`config.mk`:
```
export PLATFORM = sky130hd
export DESIGN_NAME = regfile_wb_ctrl
export DESIGN_NICKNAME = d
export VERILOG_FILES = /design/src/rtl/regfile_wb_ctrl.sv
export SDC_FILE = /design/constraint.sdc
export NUM_CORES = 1
export LEC_CHECK = 0
export CORE_MARGIN = 2
export CORE_UTILIZATION = 43
export DETAILED_ROUTE_END_ITERATION = 10
export PLACE_DENSITY = 0.78
export REMOVE_ABC_BUFFERS = 1
export SLEW_MARGIN = 20
export SYNTH_ARGS = -nofsm -noshare
export SYNTH_HDL_FRONTEND = slang
export SYNTH_SLANG_ARGS = --single-unit
```
`constraint.sdc`:
```
create_clock -name clk -period 3.72 [get_ports clk]
set_input_delay 1.116 -clock clk [delete_from_list [all_inputs] [get_ports clk]]
set_output_delay 1.116 -clock clk [all_outputs]
set_load 0.005 [all_outputs]
```
`src/rtl/regfile_wb_ctrl.sv`:
```
// Write-port controller for the integer register file: zero-init of x1..x31,
// round-robin ALU/LSU writeback arbitration and a busy scoreboard for issue hazards.
module regfile_wb_ctrl #(
  parameter int unsigned XLEN = 32,
  parameter int unsigned NREG = 32,
  parameter int unsigned AW   = 5
) (
  input  logic            clk,
  input  logic            rst_n,
  input  logic            alu_valid,
  input  logic [AW-1:0]   alu_rd,
  input  logic [XLEN-1:0] alu_wd,
  output logic            alu_ready,
  input  logic            lsu_valid,
  input  logic [AW-1:0]   lsu_rd,
  input  logic [XLEN-1:0] lsu_wd,
  output logic            lsu_ready,
  input  logic            iss_valid,
  input  logic [AW-1:0]   iss_rs1,
  input  logic [AW-1:0]   iss_rs2,
  input  logic [AW-1:0]   iss_rd,
  output logic            iss_stall,
  output logic            rf_we,
  output logic [AW-1:0]   rf_wa,
  output logic [XLEN-1:0] rf_wd,
  output logic            init_done
);

  typedef enum logic {S_INIT = 1'b0, S_RUN = 1'b1} state_t;

  localparam logic [AW-1:0] LAST_REG = AW'(NREG - 1);
  localparam logic          SRC_ALU  = 1'b0;
  localparam logic          SRC_LSU  = 1'b1;

  state_t          r_state;
  logic [AW-1:0]   r_cnt;
  logic [NREG-1:0] r_busy;
  logic            r_rr_last;
  logic            r_we;
  logic [AW-1:0]   r_wa;
  logic [XLEN-1:0] r_wd;
  logic            r_init_done;

  logic            w_run;
  logic            w_alu_gnt;
  logic            w_lsu_gnt;
  logic            w_wb_gnt;
  logic            w_wb_we;
  logic [AW-1:0]   w_wb_rd;
  logic [XLEN-1:0] w_wb_wd;
  logic            w_stall;
  logic            w_iss_acc;
  logic [NREG-1:0] w_busy_nxt;

  // Arbitration, hazard detection and next scoreboard value.
  always_comb begin
    w_run      = (r_state == S_RUN);
    w_alu_gnt  = 1'b0;
    w_lsu_gnt  = 1'b0;
    w_wb_rd    = '0;
    w_wb_wd    = '0;
    w_stall    = 1'b1;
    w_busy_nxt = r_busy;

    if (w_run) begin
      // Tie goes to whichever source was not granted last.
      w_alu_gnt = alu_valid && (!lsu_valid || (r_rr_last == SRC_LSU));
      w_lsu_gnt = lsu_valid && (!alu_valid || (r_rr_last == SRC_ALU));
      w_stall   = r_busy[iss_rs1] | r_busy[iss_rs2] | r_busy[iss_rd];
    end

    if (w_alu_gnt) begin
      w_wb_rd = alu_rd;
      w_wb_wd = alu_wd;
    end else if (w_lsu_gnt) begin
      w_wb_rd = lsu_rd;
      w_wb_wd = lsu_wd;
    end

    w_wb_gnt  = w_alu_gnt | w_lsu_gnt;
    w_wb_we   = w_wb_gnt && (w_wb_rd != '0);
    w_iss_acc = iss_valid && !w_stall;

    // Clear first so a same-cycle issue to the same register keeps it busy.
    if (w_wb_we) begin
      w_busy_nxt[w_wb_rd] = 1'b0;
    end
    if (w_iss_acc && (iss_rd != '0)) begin
      w_busy_nxt[iss_rd] = 1'b1;
    end
    w_busy_nxt[0] = 1'b0;
  end

  // FSM, write-port output register, round-robin pointer and scoreboard.
  always_ff @(posedge clk or negedge rst_n) begin
    if (!rst_n) begin
      r_state     <= S_INIT;
      r_cnt       <= AW'(1);
      r_busy      <= '0;
      r_rr_last   <= SRC_LSU;
      r_we        <= 1'b0;
      r_wa        <= '0;
      r_wd        <= '0;
      r_init_done <= 1'b0;
    end else begin
      case (r_state)
        S_INIT: begin
          r_we <= 1'b1;
          r_wa <= r_cnt;
          r_wd <= '0;
          if (r_cnt == LAST_REG) begin
            r_state <= S_RUN;
          end else begin
            r_cnt <= r_cnt + AW'(1);
          end
        end
        S_RUN: begin
          r_init_done <= 1'b1;
          r_we        <= w_wb_we;
          if (w_wb_we) begin
            r_wa <= w_wb_rd;
            r_wd <= w_wb_wd;
          end
          if (w_wb_gnt) begin
            r_rr_last <= w_lsu_gnt;
          end
          r_busy <= w_busy_nxt;
        end
      endcase
    end
  end

  assign alu_ready = w_alu_gnt;
  assign lsu_ready = w_lsu_gnt;
  assign iss_stall = w_stall;
  assign rf_we     = r_we;
  assign rf_wa     = r_wa;
  assign rf_wd     = r_wd;
  assign init_done = r_init_done;

endmodule

```
# After elaboration in Yosys (flattened, before gate mapping)
# Cells that the tools add are included.
dict set report totals {
  output_inout_bits 42
  romBits 0
  mem_bits_rw 0
  memories 0
  register_bits 77
  latchBits 0
}
dict set report op_classes {
  n_shift 0
  n_mux 26
  n_lt_le_gt_ge 6
  reduce_logical 16
  eq_ne 2
  mul 0
  addsub 1
  div_mod_pow 0
  n_bitwise 9
}
# operator n
set op_table {}
lappend op_table {{32-bit 2-to-1 mux} 5}
lappend op_table {{32-bit one-hot mux with 2 select lines} 1}
lappend op_table {{32-bit AND} 1}
lappend op_table {{32-bit NOT} 1}
lappend op_table {{32-bit bitwise OR} 1}
lappend op_table {{5-bit by 6-bit less-than comparator with 1-bit output, second input constant} 4}
lappend op_table {{1-bit binary-select mux with 5-bit select} 3}
lappend op_table {{5-bit 2-to-1 mux} 3}
lappend op_table {{1-bit demux with 5-bit select} 2}
lappend op_table {{5-bit by 1-bit greater-or-equal comparator with 1-bit output, second input constant} 2}
lappend op_table {{1-bit 2-to-1 mux} 10}
lappend op_table {{5-bit one-hot mux with 2 select lines} 1}
lappend op_table {{5-bit nonzero test} 2}
lappend op_table {{1-bit logical AND} 7}
lappend op_table {{5-bit by 1-bit adder with 5-bit output, second input constant} 1}
lappend op_table {{5-bit == test, second input constant} 1}
lappend op_table {{2-bit AND reduction} 2}
lappend op_table {{1-bit zero test} 3}
lappend op_table {{1-bit NOT} 3}
lappend op_table {{1-bit bitwise OR} 3}
lappend op_table {{1-bit logical OR} 2}
lappend op_table {{2-bit by 1-bit != test with 1-bit output, second input constant} 1}
lappend op_table {{1-bit one-hot mux with 2 select lines} 1}

# Logic depth before layout (Yosys ltp)
dict set report logic_depth {
  depth_word 15
  ltp_mapped 9
  mapped_depth_nobuf 6
}

# Worst setup path before layout
# Ideal clock, no wire load.
dict set report synth_timing {
  path_kind {input to output}
  start {in iss_rd[1]}
  end {out iss_stall}
  required_time_ns 2.604
  path_buffers 2
  slack_ns -0.132
  path_stages 7
  t_arrival_ns 2.736
  path_cell_list {clkbuf_1 > clkbuf_1 > mux2i_1 > o221ai_1 > a32o_1 > nor4_4 > nand3_1}
}
dict set report synth_via {
  elab_chain_cells 4
}
# element line
set synth_rtl {}
lappend synth_rtl {{start, declared} 21} ;# input logic [AW-1:0] iss_rd,
lappend synth_rtl {{1-bit binary-select mux with 5-bit select} 69} ;# w_stall = r_busy[iss_rs1] | r_busy[iss_rs2] | r_busy[iss_rd];
lappend synth_rtl {{1-bit 2-to-1 mux (not written as such)} 69}
lappend synth_rtl {{1-bit bitwise OR} 69}
lappend synth_rtl {{1-bit 2-to-1 mux} 65} ;# if (w_run) begin
lappend synth_rtl {{end, declared} 22} ;# output logic iss_stall,
# No other way between the ends. The select of a mux whose other input is x is not followed.

# Final worst setup path
dict set report layout_timing {
  start {in iss_rs2[0]}
  end {out iss_stall}
}
dict set report layout_via {
  elab_chain_cells 5
}
# element line
set layout_rtl {}
lappend layout_rtl {{start, declared} 20} ;# input logic [AW-1:0] iss_rs2,
lappend layout_rtl {{1-bit binary-select mux with 5-bit select} 69}
lappend layout_rtl {{1-bit 2-to-1 mux (not written as such)} 69}
lappend layout_rtl {{1-bit bitwise OR (2 in series)} 69}
lappend layout_rtl {{1-bit 2-to-1 mux} 65}
# No other way between the ends. The select of a mux whose other input is x is not followed.

==> impl_metrics.csv <==
group,metric,value,unit
power_and_ir_drop,p_sw,739,uW
synth,ys_seq_area_share,44.1,%
clock_network,path_clk_slew,0.08,ns
detailed_routing,drcViolationCount,0,
sta,drv_slew,0,
layout,layout_common_cells,"clkdlybuf4s50_1, dfrtp_1, nor2_1",
layout,n_antenna_cell,0,
sta,rsz0062_at_grt,"yes",
synth,synth_area_leaders,"dfrtp_1, a221oi_1, mux4_2, nor2_1, o21ai_0",
worst_hold_path,hp-class,"reg -> reg",
worst_setup_path,rr_startpoint,"r_state",
worst_hold_path,hp-start,"init_done",
synth,synth_ff_type,"dfrtp_1",
global_routing,grt_remaining_overflow,0,
clock_network,cts_buffers,9,
power_and_ir_drop,clkPwrFrac,24.7,%
detailed_routing,met1_length,5690,um
power_and_ir_drop,power_leakage,2.66,nW
layout,nets,697,
floorplan,dieArea,11000,um^2
synth,avgSynthCellArea,10.0,um^2
detailed_routing,viasPerCell,6.11,
power_and_ir_drop,p_int,1.62,mW
global_routing,antenna_found_initial,0,
sta,timing.final.hold_violations,0,
placed_design,placed_cell_area,6080,um^2
detailed_routing,routed.top_layer,"met4",
floorplan,pin_count,136,
synth,synthArstFlopShare,100,%
synth,synth_mux_area_share,12.0,%
power_and_ir_drop,totalPowerFinal,2.36,mW
clock_network,clkLatencyLatePin,0.35,ns
detailed_routing,drt_first_pass_iters,5,
sta,worst_pin_slew,0.932,ns
floorplan,core,9820,um^2
detailed_routing,wl_met3,1500,um
worst_setup_path,crit_fanout,5,
layout,layout_commonest_cell,"clkdlybuf4s50_1",
worst_setup_path,crit_type,"in -> out",
synth,yosysUniqueCellTypes,51,
sta,finalCritPeriodShare,101,%
sta,max_slew_margin,37.9,%
synth,syn_inst,437,
placed_design,place_ws,-0.931,ns
job,maxCapViolations,0,
detailed_routing,num_vias,4516,
worst_setup_path,worst_setup_path_start_kind,"input pin",
power_and_ir_drop,power_frac_comb,31.3,%
worst_setup_path,end_kind,"output pin",
detailed_routing,routed_wl,15000,um
placed_design,post-dp-hpwl,10900,um
floorplan,die_h,105,um
worst_setup_path,r2r-end,"rf_wd[29]",
sta,setup_viol,1,
power_and_ir_drop,ir_worst_vdd,207,uV
worst_hold_path,holdPathEnd,"init_done",
run_status,violations,"setup timing",
power_and_ir_drop,power_switching_share,31.3,%
layout,final_area,6560,um^2
global_routing,grt_pass1_wl,23200,um
global_routing,grt_usage,26.7,%
synth,synth.top_cell.area_share,42.9,%
global_routing,grt_max_degree,78,
synth,synth-simple-area-share,16.2,%
run_status,status,"finished, violations left",
layout,fill_cells,802,
worst_setup_path,reg2reg_slack,0.96,ns
placed_design,io_buffer_count,135,
worst_setup_path,crit_required,2.60,ns
sta,setup_ws,-0.0553,ns
worst_hold_path,hold_depth,1,
detailed_routing,met2_wirelength,7410,um
synth,yosysWarnings,0,
power_and_ir_drop,pwr-share-seq,44.0,%
worst_setup_path,arrival,2.66,ns
synth,synth_edf_count,0,
sta,fin_crit,3.78,ns
detailed_routing,drt_iter0_drc,354,
power_and_ir_drop,power_density,361,nW/um^2
clock_network,htree_levels,3,
clock_network,clock_path_buffers,2,
synth,ys_ff_latch,77,
synth,synth-adder-area-share,0.571,%
clock_network,clock-sinks,77,
synth,synth_xor_area_share,0.600,%
synth,synth_compound_area_share,22.4,%
floorplan,initial_utilization,44.6,%
clock_network,cts_tree,"built",
synth,synth_top_area_cell,"dfrtp_1",
clock_network,cts_root_buf,"clkbuf_8",
floorplan,die_w,105,um
sta,max_freq,265,MHz
sta,fin_skew,0.00870,ns
global_routing,grt_pass1_vias,4423,
synth,synth_top_family_by_area,"compound AO/OA/AOI/OAI gates",
layout,layout-drive-gt1-share,22.1,%
sta,hold_slack,0.492,ns
worst_setup_path,r2r_cells,7,
layout,syn_to_final_growth,49.7,%
floorplan,row_count,36,
detailed_routing,wl_per_cell,20.2,um
detailed_routing,ant_nets,0,
placed_design,routabilityCongestion,0.932,
synth,syn_area,4380,um^2
-- flip-flops by register name (all words and copies together), names as in the netlist --
register and cells:
init_done 1, r_rr_last 1, rf_wa 5, r_busy 31, rf_wd 32, r_state 1, rf_we 1, r_cnt 5
-- critical path, stage by stage --
cell	delay (ns)
buf_8	0.09
mux4_2	0.50
nand2b_4	0.15
a32o_2	0.28
nor4_4	0.26
nand3_1	0.11
buf_2	0.14
-- cells in the mapped netlist (all sizes together), types with 2 or more instances --
library cell  number
nor3              17
nor4               2
or2                2
nand3b             3
nor2b              4
nand2b            12
o221ai             3
dfrtp             75
nor3b              5
a32oi              5
or3b               2
and2b              2
a21oi             21
o21ai             64
nor2              48
a221oi            36
dfstp              2
a31oi              3
or3                2
ha                 2
buf               12
mux2i             10
nand2             12
nand3             11
and3               2
inv                8
mux2              11
clkbuf            22
a2111oi            5
a311o              2
xnor2              3
nand4              5
mux4              13
-- area by class of cell --
type	count	area [um^2]	share of cell area, %
clock inverters	6	46.3	0.706
clock buffers	10	138	2.10
repair buffers	187	1820	27.7
flip-flops and latches	77	1930	29.4
inverters	8	30.0	0.458
well taps	133	166	2.54
multi-input cells	318	2430	37.0
-- power by group through the flow --
| stage | clock network, mW | logic, mW | registers [mW] |
|---|---|---|---|
| 2_1_floorplan | 0 | 0.273 | 1.02 |
| 3_3_place_gp | 0 | 0.680 | 1.04 |
| 3_5_place_dp | 0 | 0.696 | 1.05 |
| 4_1_cts | 0.588 | 0.723 | 1.03 |
| 5_1_grt | 0.624 | 0.797 | 1.05 |
| 6_report | 0.584 | 0.741 | 1.04 |
-- cell families (layout without fill, tap and decap cells) --
kind of cell             Yosys count  in the layout
multiplexers                      34             34
flip-flops                        77             77
AO/OA/AOI/OAI                    147            147
XOR/XNOR                           3              3
AND/OR/NAND/NOR                  132            132
buffers and inverters             42            211
adder cells (fa/ha/maj)            2              2
-- worst max-delay path by stage --
stage	from	to	slack, ns	cells past startpoint
after detailed placement	iss_rs2[1]	iss_stall	-0.93	8
after CTS	iss_rd[0]	iss_stall	-0.08	9
after global placement	iss_rs1[0]	iss_stall	-0.85	8
after global routing	iss_rs1[0]	iss_stall	-0.16	8
final	iss_rs2[0]	iss_stall	-0.06	7
after floorplan	lsu_valid	rf_wd[0]	-0.04	6
-- timing repair --
item	in CTS	in global routing
resized for setup	62	25
gates cloned	1	0
setup endpoints to repair	2	1
endpoints found under the hold margin	0	0
hold buffers	0	0
setup buffers	9	6
pin swaps	9	8
-- through the flow --
stage / utilization, % / cells / setup TNS, ns
6_report: 66.8 / 739 / -0.0553
5_1_grt: 66.8 / 739 / -0.158
4_1_cts: 65.8 / 735 / -0.0787
3_5_place_dp: 61.9 / 710 / -1.25
3_3_place_gp: 61.9 / 710 / -0.845
2_1_floorplan: - / 403 / -0.519
-- layer usage --
metal,track usage (%),vias to the layer above
li1,-,2002
met1,34.7,2179
met2,45.3,300
met3,5.55,35
met4,7.33,0
met5,0,-
No activity file was read; power rests on OpenSTA's default activity.
